<file path="src/rtl/ofdm_pkg.sv">
// Shared OFDM RX definitions: preamble averager state encoding, framer-shared
// symbol defaults, and width-generic I/Q pack/unpack helpers.
package ofdm_pkg;

  localparam int unsigned SYMBOL_LEN_DEFAULT                = 64;
  localparam int unsigned LONG_PREAMBLE_NUM_SYMBOLS_DEFAULT = 2;
  localparam int unsigned IQ_MAX_W                          = 64;

  typedef logic [IQ_MAX_W-1:0] iq_word_t;

  typedef enum logic [1:0] {
    S_IDLE    = 2'd0,
    S_ACCUM   = 2'd1,
    S_AVERAGE = 2'd2,
    S_PAYLOAD = 2'd3
  } state_t;

  function automatic iq_word_t iq_mask(int unsigned hw);
    return (iq_word_t'(1) << hw) - iq_word_t'(1);
  endfunction

  // I occupies the upper half of the sample, Q the lower half.
  function automatic iq_word_t iq_pack(iq_word_t i, iq_word_t q, int unsigned hw);
    return ((i & iq_mask(hw)) << hw) | (q & iq_mask(hw));
  endfunction

  function automatic iq_word_t iq_unpack_i(iq_word_t d, int unsigned hw);
    return (d >> hw) & iq_mask(hw);
  endfunction

  function automatic iq_word_t iq_unpack_q(iq_word_t d, int unsigned hw);
    return d & iq_mask(hw);
  endfunction

endpackage

</file>
<file path="src/rtl/ofdm_iq_acc_ram.sv">
// Per-sample I/Q accumulator storage: synchronous write, asynchronous read.
module ofdm_iq_acc_ram #(
  parameter int unsigned DEPTH = 64,
  parameter int unsigned DW    = 34,
  parameter int unsigned AW    = $clog2(DEPTH)
) (
  input  logic          clk,
  input  logic          we,
  input  logic [AW-1:0] waddr,
  input  logic [DW-1:0] wdata,
  input  logic [AW-1:0] raddr,
  output logic [DW-1:0] rdata
);

  logic [DW-1:0] mem [DEPTH];

  always_ff @(posedge clk) begin
    if (we) mem[waddr] <= wdata;
  end

  assign rdata = mem[raddr];

endmodule

</file>
<file path="src/rtl/ofdm_preamble_averager.sv">
// Coherently averages the long-preamble symbols of each frame into one symbol
// and passes payload symbols through unchanged, behind one output register.
module ofdm_preamble_averager
  import ofdm_pkg::*;
#(
  parameter int unsigned WIDTH                     = 32,
  parameter int unsigned SYMBOL_LEN                = SYMBOL_LEN_DEFAULT,
  parameter int unsigned LONG_PREAMBLE_NUM_SYMBOLS = LONG_PREAMBLE_NUM_SYMBOLS_DEFAULT
) (
  input  logic             clk,
  input  logic             reset,
  input  logic [WIDTH-1:0] i_tdata,
  input  logic             i_tlast,
  input  logic             i_tvalid,
  output logic             i_tready,
  input  logic             i_sof,
  input  logic             i_eof,
  output logic [WIDTH-1:0] o_tdata,
  output logic             o_tlast,
  output logic             o_tvalid,
  input  logic             o_tready,
  output logic             o_sof,
  output logic             o_eof,
  output logic             o_err,
  output logic [15:0]      o_drop_cnt
);

  localparam int unsigned HW = WIDTH / 2;
  localparam int unsigned K  = $clog2(LONG_PREAMBLE_NUM_SYMBOLS);
  localparam int unsigned AW = HW + K;
  localparam int unsigned CW = $clog2(SYMBOL_LEN);
  localparam int unsigned SW = K + 1;
  localparam logic [CW-1:0]        LAST_IDX     = CW'(SYMBOL_LEN - 1);
  localparam logic [SW-1:0]        ACC_LAST_SYM = SW'(LONG_PREAMBLE_NUM_SYMBOLS - 2);
  localparam logic signed [AW-1:0] RND          = AW'(1 << (K - 1));

  state_t state, state_nxt;
  logic [CW-1:0] cnt, cnt_nxt;
  logic [SW-1:0] sym_cnt, sym_nxt;
  logic accept, last_pos, frame_err;

  logic signed [HW-1:0] in_i, in_q;
  logic signed [AW-1:0] ext_i, ext_q, acc_i, acc_q, sum_i, sum_q, rnd_i, rnd_q;
  logic [HW-1:0]        avg_i, avg_q;
  logic [WIDTH-1:0]     avg_data;

  logic            ram_we;
  logic [CW-1:0]   ram_waddr;
  logic [2*AW-1:0] ram_wdata, ram_rdata;

  logic             restart_c, err_c, drop_inc_c;
  logic             emit_c, emit_last_c, emit_sof_c, emit_eof_c;
  logic [WIDTH-1:0] emit_data_c;

  // Sample split and sign extension into accumulator precision.
  assign in_i  = HW'(iq_unpack_i(IQ_MAX_W'(i_tdata), HW));
  assign in_q  = HW'(iq_unpack_q(IQ_MAX_W'(i_tdata), HW));
  assign ext_i = {{K{in_i[HW-1]}}, in_i};
  assign ext_q = {{K{in_q[HW-1]}}, in_q};

  assign acc_i = ram_rdata[2*AW-1:AW];
  assign acc_q = ram_rdata[AW-1:0];
  assign sum_i = acc_i + ext_i;
  assign sum_q = acc_q + ext_q;
  // Round half up; the average of N in-range samples always fits HW bits.
  assign rnd_i = sum_i + RND;
  assign rnd_q = sum_q + RND;
  assign avg_i = HW'(rnd_i >>> K);
  assign avg_q = HW'(rnd_q >>> K);
  assign avg_data = WIDTH'(iq_pack(IQ_MAX_W'(avg_i), IQ_MAX_W'(avg_q), HW));

  assign i_tready  = (state == S_IDLE || state == S_ACCUM) ? 1'b1 : (o_tready | ~o_tvalid);
  assign accept    = i_tvalid & i_tready;
  assign last_pos  = (cnt == LAST_IDX);
  assign frame_err = accept & (i_tlast != last_pos) & (state == S_ACCUM || state == S_AVERAGE);

  ofdm_iq_acc_ram #(
    .DEPTH (SYMBOL_LEN),
    .DW    (2 * AW),
    .AW    (CW)
  ) u_acc_ram (
    .clk   (clk),
    .we    (ram_we),
    .waddr (ram_waddr),
    .wdata (ram_wdata),
    .raddr (cnt),
    .rdata (ram_rdata)
  );

  always_ff @(posedge clk or posedge reset) begin
    if (reset) state <= S_IDLE;
    else       state <= state_nxt;
  end

  always_comb begin
    state_nxt = state;
    if (accept) begin
      case (state)
        S_IDLE:    if (i_sof) state_nxt = S_ACCUM;
        S_ACCUM: begin
          if (frame_err)                             state_nxt = i_sof ? S_ACCUM : S_IDLE;
          else if (last_pos && sym_cnt == ACC_LAST_SYM) state_nxt = S_AVERAGE;
        end
        S_AVERAGE: begin
          if (frame_err)     state_nxt = i_sof ? S_ACCUM : S_IDLE;
          else if (last_pos) state_nxt = S_PAYLOAD;
        end
        S_PAYLOAD: begin
          if (i_sof)                 state_nxt = S_ACCUM;
          else if (i_tlast && i_eof) state_nxt = S_IDLE;
        end
        default: state_nxt = S_IDLE;
      endcase
    end
  end

  always_comb begin
    ram_we      = 1'b0;
    ram_waddr   = cnt;
    ram_wdata   = {ext_i, ext_q};
    cnt_nxt     = cnt;
    sym_nxt     = sym_cnt;
    restart_c   = 1'b0;
    err_c       = 1'b0;
    drop_inc_c  = 1'b0;
    emit_c      = 1'b0;
    emit_data_c = i_tdata;
    emit_last_c = i_tlast;
    emit_sof_c  = 1'b0;
    emit_eof_c  = 1'b0;
    if (accept) begin
      case (state)
        S_IDLE: begin
          if (i_sof) restart_c  = 1'b1;
          else       drop_inc_c = 1'b1;
        end
        S_ACCUM: begin
          if (frame_err) begin
            err_c     = 1'b1;
            restart_c = i_sof;
            cnt_nxt   = '0;
            sym_nxt   = '0;
          end else begin
            ram_we  = 1'b1;
            if (sym_cnt != '0) ram_wdata = {sum_i, sum_q};
            cnt_nxt = cnt + CW'(1);
            if (last_pos) sym_nxt = sym_cnt + SW'(1);
          end
        end
        S_AVERAGE: begin
          // An erroring first beat has no partial symbol to close, so it is not emitted.
          emit_c      = ~frame_err | (cnt != '0);
          emit_data_c = avg_data;
          emit_sof_c  = (cnt == '0);
          emit_last_c = last_pos | frame_err;
          cnt_nxt     = cnt + CW'(1);
          if (frame_err) begin
            err_c     = 1'b1;
            restart_c = i_sof;
            cnt_nxt   = '0;
            sym_nxt   = '0;
          end
        end
        S_PAYLOAD: begin
          emit_c     = 1'b1;
          emit_eof_c = i_tlast & i_eof;
          if (i_sof) begin
            err_c       = 1'b1;
            restart_c   = 1'b1;
            emit_last_c = 1'b1;
            emit_eof_c  = 1'b1;
          end
        end
        default: ;
      endcase
    end
    if (restart_c) begin
      ram_we    = 1'b1;
      ram_waddr = '0;
      ram_wdata = {ext_i, ext_q};
      cnt_nxt   = CW'(1);
      sym_nxt   = '0;
    end
  end

  always_ff @(posedge clk or posedge reset) begin
    if (reset) begin
      cnt        <= '0;
      sym_cnt    <= '0;
      o_err      <= 1'b0;
      o_drop_cnt <= '0;
    end else begin
      cnt     <= cnt_nxt;
      sym_cnt <= sym_nxt;
      o_err   <= err_c;
      if (drop_inc_c && o_drop_cnt != 16'hFFFF) o_drop_cnt <= o_drop_cnt + 16'd1;
    end
  end

  // Single output stage; emit only happens on an accepted beat, so the stage is free.
  always_ff @(posedge clk or posedge reset) begin
    if (reset) begin
      o_tvalid <= 1'b0;
      o_tdata  <= '0;
      o_tlast  <= 1'b0;
      o_sof    <= 1'b0;
      o_eof    <= 1'b0;
    end else if (emit_c) begin
      o_tvalid <= 1'b1;
      o_tdata  <= emit_data_c;
      o_tlast  <= emit_last_c;
      o_sof    <= emit_sof_c;
      o_eof    <= emit_eof_c;
    end else if (o_tready) begin
      o_tvalid <= 1'b0;
    end
  end

endmodule

</file>
<file path="config.mk">
export PLATFORM = sky130hd
export DESIGN_NAME = ofdm_preamble_averager
export DESIGN_NICKNAME = d
export VERILOG_FILES = /design/src/rtl/ofdm_pkg.sv /design/src/rtl/ofdm_iq_acc_ram.sv /design/src/rtl/ofdm_preamble_averager.sv
export SDC_FILE = /design/constraint.sdc
export NUM_CORES = 2
export LEC_CHECK = 0
export ABC_CLOCK_PERIOD_IN_PS = 13000
export CORE_ASPECT_RATIO = 0.7
export CORE_UTILIZATION = 45
export DETAILED_ROUTE_END_ITERATION = 8
export GPL_TIMING_DRIVEN = 0
export SYNTH_ARGS = -nofsm -noshare
export SYNTH_HDL_FRONTEND = slang
export SYNTH_HIERARCHICAL = 1
export SYNTH_SLANG_ARGS = --single-unit
export TNS_END_PERCENT = 20
</file>
<file path="constraint.sdc">
create_clock -name clk -period 13 [get_ports clk]
set_input_delay 2.6 -clock clk [delete_from_list [all_inputs] [get_ports clk]]
set_output_delay 2.6 -clock clk [all_outputs]
set_load 0.01 [all_outputs]
</file>
# --- After elaboration in Yosys (flattened, before gate mapping) ---
# Memories as Yosys holds them, arrays and structs flattened.
# Cells that the tools add are included.
# Widths: inputs -> output; s select.
totals:
  register_bits: 63
  latch_bits: 0
  mem_bits_rw: 2176
  mem_bits_ro: 0
  inputBits: 39
  memories: 1
classes:
  add_sub_neg: 7
  multipliers: 0
  n_div: 0
  order_cmp: 0
  n_eq_ne: 12
  n_shift: 0
  mux: 56
  bitwise_logic: 10
  n_reduce_logical: 19
memory_table:
  columns: ["memory", "depth", "width", "read_ports", "rd_clocked_by_memory_dff", "wr", "line_no", "source"]
  rows:
  - ["u_acc_ram.mem", 64, 34, 1, 0, 1, "ofdm_iq_acc_ram.sv:15", "logic [DW-1:0] mem [DEPTH];"]
op_table:
  columns: ["cell", "n"]
  rows:
  - ["$mux 34", 5]
  - ["$mux 32", 2]
  - ["$add 17x16->17", 2]
  - ["$add 17x2->17 const B", 2]
  - ["$or 32x16->32", 1]
  - ["$mux 6", 5]
  - ["$mux 1", 26]
  - ["$mux 2", 12]
  - ["$add 16x1->16 const B", 1]
  - ["$ne 16x16->1 const B", 1]
  - ["$ne 3x3->1 const B", 3]
  - ["$pmux 1 s2", 4]
  - ["$pmux 2 s4", 1]
  - ["$reduce_bool 2->1", 4]
  - ["$add 6x1->6 const B", 1]
  - ["$eq 6x6->1 const B", 1]
  - ["$logic_not 6->1", 1]
  - ["$reduce_bool 6->1", 1]
  - ["$reduce_and 5->1", 1]
  - ["$and 1x1->1", 4]
  - ["$eq 2x2->1 const B", 2]
  - ["$logic_not 2->1", 2]
  - ["$ne 4x4->1 const B", 1]
  - ["$pmux 2 s2", 1]
  - ["other kinds (13)", 20]

# --- Longest topological paths before layout ---
depth:
  depth_word: 12
  mapped_depth: 24

# --- By module ---
# The synthesis kept the hierarchy.
modules_own_cells:
  columns: ["module", "instances", "cells_per_inst", "area_each_um2", "seq_area_each_um2"]
  rows:
  - ["ofdm_iq_acc_ram", 1, 3710, 83093.4, 65342.7]
  - ["ofdm_preamble_averager", 1, 744, 5566.6, 1576.5]

# --- Least setup slack after synthesis ---
# No wires, ideal clock.
synth_timing:
  path_type: "in2reg"
  start: "input port i_tdata[16]"
  end: "memory u_acc_ram.mem[0][27], data pin"
  setup_time_ps: 702
  arrival_ps: 6786
  required_ps: 12298
  slack_ps: 5512
  cell_stages: 7
  n_path_buf: 0
  cell_sequence: "ha_1 fa_1 a21oi_1 o211ai_1 o41ai_1 xnor2_1 o21ai_0"
synth_between:
  elab_chain_cells: 6
synth_lines:
  columns: ["item", "line_no", "source"]
  rows:
  - ["start, declared", "ofdm_preamble_averager.sv:12", "input logic [WIDTH-1:0] i_tdata,"]
  - ["$add 17x16->17", "ofdm_preamble_averager.sv:63", "assign sum_i = acc_i + ext_i;"]
  - ["$mux 34", "ofdm_preamble_averager.sv:145", "if (sym_cnt != '0) ram_wdata = {sum_i, sum_q};"]
  - ["$mux 34", "ofdm_preamble_averager.sv:138", "if (frame_err) begin"]
  - ["$mux 34", "ofdm_preamble_averager.sv:132", "case (state)"]
  - ["$mux 34", "ofdm_preamble_averager.sv:131", "if (accept) begin"]
  - ["$mux 34", "ofdm_preamble_averager.sv:177", "if (restart_c) begin"]
  - ["via ram_wdata[27]", "ofdm_preamble_averager.sv:49", "logic [2*AW-1:0] ram_wdata, ram_rdata;"]
  - ["end, declared", "ofdm_iq_acc_ram.sv:15", null]
# The timed path passes the listed nets, and every way through them passes these cells.

# --- Worst setup path after layout ---
layout_timing:
  start: "register cnt[3]"
  end: "register o_tdata[12]"
layout_between:
  word_cells_on_any_way: 15
  classes_between: "add/sub: 2; eq/ne: 2; mux: 4; bitwise: 5; reduce/logical: 1; memory: 1"
layout_lines:
  columns: ["item", "line_no", "source"]
  rows:
  - ["start, declared", "ofdm_preamble_averager.sv:38", "logic [CW-1:0] cnt, cnt_nxt;"]
  - ["start signal, assigned", "ofdm_preamble_averager.sv:193", "cnt <= cnt_nxt;"]
  - ["$mem_v2 64x34", null, null]
  - ["via ram_rdata[4]", "ofdm_preamble_averager.sv:49", null]
  - ["$add 17x16->17", "ofdm_preamble_averager.sv:64", "assign sum_q = acc_q + ext_q;"]
  - ["$add 17x2->17", "ofdm_preamble_averager.sv:67", "assign rnd_q = sum_q + RND;"]
  - ["$or 32x16->32", "ofdm_pkg.sv:24", "return ((i & iq_mask(hw)) << hw) | (q & iq_mask(hw));"]
  - ["$mux 32", "ofdm_preamble_averager.sv:132", null]
  - ["$mux 32", "ofdm_preamble_averager.sv:131", null]
  - ["end signal, assigned", "ofdm_preamble_averager.sv:210", "o_tdata <= emit_data_c;"]
  - ["end, declared", "ofdm_preamble_averager.sv:18", "output logic [WIDTH-1:0] o_tdata,"]
# The timed path passes the listed nets, and every way through them passes these cells.
# A chain may end at the register's enable or synchronous reset.

==> run_summary.xml <==
<?xml version="1.0" encoding="UTF-8"?>
<metrics>
  <group name="run_status">
    <metric name="status" unit="">complete, but fails checks</metric>
    <metric name="failed_checks" unit="">design-rule violations, max-capacitance violations, max-slew violations</metric>
  </group>
  <group name="placed_design">
    <metric name="detailedPlacementHpwl" unit="um">196000</metric>
    <metric name="dpl_cell_area" unit="um^2">95800</metric>
    <metric name="io_buffer_count" unit="">92</metric>
    <metric name="gpl.final_weighted_congestion" unit="">0.926</metric>
  </group>
  <group name="sta">
    <metric name="timing.fmax" unit="MHz">114</metric>
    <metric name="grt_setup_unrepaired" unit="">false</metric>
    <metric name="timing.setup.tns" unit="ps">0</metric>
    <metric name="post-route-period-util" unit="%">67.6</metric>
    <metric name="timing.final.hold_violations" unit="">0</metric>
    <metric name="max_slew_margin" unit="%">-3.96</metric>
    <metric name="worst_pin_slew" unit="ps">1560</metric>
    <metric name="setup_viol" unit="">0</metric>
    <metric name="clock-skew-final" unit="ps">59.0</metric>
    <metric name="min_cycle_time_layout" unit="ps">8790</metric>
    <metric name="final_max_slew_viols" unit="">22</metric>
  </group>
  <group name="drt">
    <metric name="via_per_inst" unit="">6.47</metric>
    <metric name="drt_pre_antenna_iters" unit="">8</metric>
    <metric name="detailroute.via_count" unit="">49400</metric>
    <metric name="drt_wl_total" unit="um">280000</metric>
    <metric name="initialDrtViolationCount" unit="">7941</metric>
    <metric name="detail-route-antenna-nets" unit="">0</metric>
    <metric name="drc" unit="">24</metric>
    <metric name="detail_route.wl_per_cell" unit="um">36.7</metric>
  </group>
  <group name="critical_path">
    <metric name="startpoint_type" unit="">flop</metric>
    <metric name="critPathMaxFanout" unit="">16</metric>
    <metric name="required" unit="ps">13680</metric>
    <metric name="regToRegStartpoint" unit="">cnt[3]</metric>
    <metric name="timing.critical_path.arrival" unit="ps">9470</metric>
    <metric name="ff2ff_path_depth" unit="">18</metric>
    <metric name="reg2reg_slack" unit="ps">4210</metric>
    <metric name="crit-reg2reg-capture" unit="">o_tdata[12]</metric>
    <metric name="timing.critical_path.to_type" unit="">flop</metric>
    <metric name="category_of_the_most_critical_setup_path" unit="">flop to flop</metric>
  </group>
  <group name="cts">
    <metric name="clock_path_buffers" unit="">4</metric>
    <metric name="cts_hold_buffers" unit="">0</metric>
    <metric name="cts_sinks" unit="">2239</metric>
    <metric name="cts.reportedPaths.clkPinSlew" unit="ps">70</metric>
    <metric name="cts_made_buffers" unit="">207</metric>
    <metric name="clock_latency" unit="ps">860</metric>
    <metric name="post_cts.resized_instances" unit="">0</metric>
    <metric name="postCtsSetupRepairBufs" unit="">0</metric>
    <metric name="root_buffer" unit="">clkbuf_16</metric>
    <metric name="htreeDepth" unit="">4</metric>
    <metric name="tritoncts_clock_tree" unit="">yes</metric>
  </group>
  <group name="synthesis">
    <metric name="sequential_cell_area_fraction_in_the_yosys_report" unit="%">75.5</metric>
    <metric name="synth_area_per_cell" unit="um^2">19.9</metric>
    <metric name="number_of_enable_flip_flop_cells_after_synthesis" unit="">2176</metric>
    <metric name="synth_ff_type" unit="">edfxtp_1</metric>
    <metric name="syn-instance-count" unit="">4454</metric>
    <metric name="cell_area_after_technology_mapping" unit="um^2">88700</metric>
    <metric name="post_syn_nets" unit="">4537</metric>
    <metric name="synth_seq_cells" unit="">2239</metric>
    <metric name="yosys.cell_types.count" unit="">75</metric>
    <metric name="synth_warnings" unit="">6</metric>
    <metric name="async_flop_share" unit="%">2.81</metric>
  </group>
  <group name="finish">
    <metric name="number_of_nets_in_the_layout" unit="">4954</metric>
    <metric name="layout-drive-gt1-share" unit="%">22.6</metric>
    <metric name="multi_input_comb_area" unit="um^2">21100</metric>
    <metric name="register_area" unit="um^2">66900</metric>
    <metric name="filler_cells" unit="">15200</metric>
    <metric name="area.growth.synth_to_final" unit="%">15.1</metric>
    <metric name="design_area" unit="um^2">102000</metric>
  </group>
  <group name="global_routing">
    <metric name="grt_remaining_overflow" unit="">0</metric>
    <metric name="wire_length_of_the_first_global_routing_pass" unit="um">383000</metric>
    <metric name="grt_pass1_vias" unit="">46000</metric>
    <metric name="grt_max_degree" unit="">65</metric>
    <metric name="antenna_found_initial" unit="">31</metric>
    <metric name="grt.total_usage" unit="%">28.0</metric>
  </group>
  <group name="floorplan">
    <metric name="width_of_the_die" unit="um">533</metric>
    <metric name="fp.dieArea" unit="um^2">199000</metric>
    <metric name="ios" unit="">93</metric>
    <metric name="dieHeight" unit="um">373</metric>
    <metric name="initial_utilization" unit="%">45.6</metric>
    <metric name="core" unit="um^2">195000</metric>
    <metric name="fp-row-count" unit="">135</metric>
  </group>
  <group name="job">
    <metric name="cap_violations" unit="">2</metric>
  </group>
  <group name="pwr">
    <metric name="ir_worst_vdd" unit="V">0.000142</metric>
    <metric name="leakage" unit="nW">31.8</metric>
    <metric name="power-per-cell-area" unit="nW/um^2">198</metric>
  </group>
  <group name="hold_path">
    <metric name="hold_path.class" unit="">flop to flop</metric>
    <metric name="hp-start" unit="">o_tdata[8]</metric>
    <metric name="timing.hold.worst_path_depth" unit="">2</metric>
    <metric name="min_delay_worst_endpoint" unit="">o_tdata[8]</metric>
  </group>
</metrics>
final cells by class:
class | count | area share (%)
multi-input cells | 1945 | 20.6
diodes | 6 | 0.0147
clock inverters | 100 | 0.748
repair buffers | 208 | 3.12
well taps | 2603 | 3.19
flip-flops and latches | 2239 | 65.6
inverters | 27 | 0.0993
clock buffers | 267 | 5.36
plain buffers | 243 | 1.24
critical path: stages, from the launching register on:
cell	delay [ps]
dfrtp_1	1160
clkbuf_1	670
clkbuf_1	720
clkbuf_1	1080
nand3_1	170
nand4_1	550
o21ai_0	180
a21oi_1	740
ha_1	300
nand2_1	90
o31ai_2	500
xnor2_1	310
nor4_1	530
nand2_1	200
nor4_1	630
nand4_1	210
xnor2_1	190
nor2_1	240
o21ai_0	140
cells in the final DEF, fill, tap and decap left out, types with 64 or more instances in the layout:
| cell | n |
|---|---|
| a21oi_1 | 64 |
| buf_12 | 100 |
| buf_2 | 64 |
| clkbuf_1 | 171 |
| clkbuf_16 | 210 |
| clkdlybuf4s50_1 | 92 |
| edfxtp_1 | 2176 |
| mux2i_1 | 154 |
| mux4_2 | 472 |
| nand2_1 | 220 |
| nand3_1 | 91 |
| nor2_1 | 98 |
| o21ai_0 | 74 |
| o22ai_1 | 87 |
power breakdown:
group / switching [W] / internal (W)
clock network: 0.00264 / 0.00317
logic: 0.00384 / 0.00232
registers: 0.0000778 / 0.00819
total: 0.00655 / 0.0137
sequential cells by signal, indices dropped and copies added, names as in the netlist:
name / count
o_eof: 1
o_err: 1
o_tdata: 32
u_acc_ram/mem: 2176
o_drop_cnt: 16
o_tvalid: 1
o_sof: 1
o_tlast: 1
state: 2
sym_cnt: 2
cnt: 6
cells in the mapped netlist (9+ instances only):
library cell / number / area share (%)
and3_1: 26 / 0.18
a31oi_1: 9 / 0.064
buf_2: 64 / 0.36
edfxtp_1: 2176 / 74
mux2_2: 54 / 0.69
buf_1: 23 / 0.097
dfrtp_1: 63 / 1.8
o22a_1: 10 / 0.099
nor3_1: 19 / 0.11
nand4_1: 58 / 0.41
mux2i_1: 154 / 1.7
inv_1: 26 / 0.11
o221ai_1: 39 / 0.39
nor2b_1: 30 / 0.21
ha_1: 42 / 0.59
a21oi_1: 65 / 0.37
a311o_1: 11 / 0.12
a211oi_1: 25 / 0.21
nand2b_1: 17 / 0.12
clkbuf_1: 114 / 0.48
o21ai_0: 85 / 0.48
o22ai_1: 87 / 0.61
nand3_1: 91 / 0.51
a221o_1: 24 / 0.27
nand2_1: 240 / 1.0
buf_4: 18 / 0.15
a22oi_1: 55 / 0.47
buf_6: 18 / 0.23
mux4_2: 472 / 12
nor2_1: 162 / 0.69
o211ai_1: 14 / 0.12
xnor2_1: 50 / 0.49
xor2_1: 24 / 0.24
stage by stage:
step	total power, W	utilization (%)	hold slack, ps	worst slack [ps]	cells
3_5_place_dp	0.0144	49.2	471	4600	7265
3_3_place_gp	0.0143	47.7	464	-942	7149
5_1_grt	0.0208	52.4	507	4150	7633
6_report	0.0202	52.4	482	4210	7638
4_1_cts	0.0202	52.4	484	4590	7632
2_1_floorplan	0.0121	-	497	5510	4454
worst max-delay path by stage:
stage	from	end	slack, ps	depth (start not counted)
2_1_floorplan	i_tdata[16]	u_acc_ram/mem[0][27]	5510	7
3_3_place_gp	cnt[2]	u_acc_ram/mem[2][7]	-940	14
3_5_place_dp	cnt[2]	u_acc_ram/mem[35][16]	4600	21
4_1_cts	cnt[2]	u_acc_ram/mem[40][16]	4590	21
5_1_grt	cnt[3]	u_acc_ram/mem[40][16]	4150	21
6_report	cnt[3]	o_tdata[12]	4210	18
cell families (layout without fill, tap and decap cells):
| kind of cell | Yosys count | in the layout | share of synthesized area (%) |
|---|---|---|---|
| and+or+nand+nor | 681 | 681 | 3.57 |
| buffers and inverters | 270 | 845 | 1.54 |
| DFF | 2239 | 2239 | 75.5 |
| adders and majority gates | 44 | 44 | 0.638 |
| muxes | 680 | 680 | 14.4 |
| other | 0 | 6 | 0 |
| xor gates and xnor gates | 75 | 75 | 0.749 |
| AOI/OAI and AO/OA | 465 | 465 | 3.61 |
routing by layer:
metal / share of wire [%] / up-vias / track usage (%)
li1: - / 19300 / -
met3: 15 / 422 / 9.15
met2: 41 / 3339 / 37.3
met5: 0.069 / - / 0
met4: 2.6 / 28 / 6.76
met1: 42 / 26400 / 43.9
No activity file was read; power rests on OpenSTA's default activity.
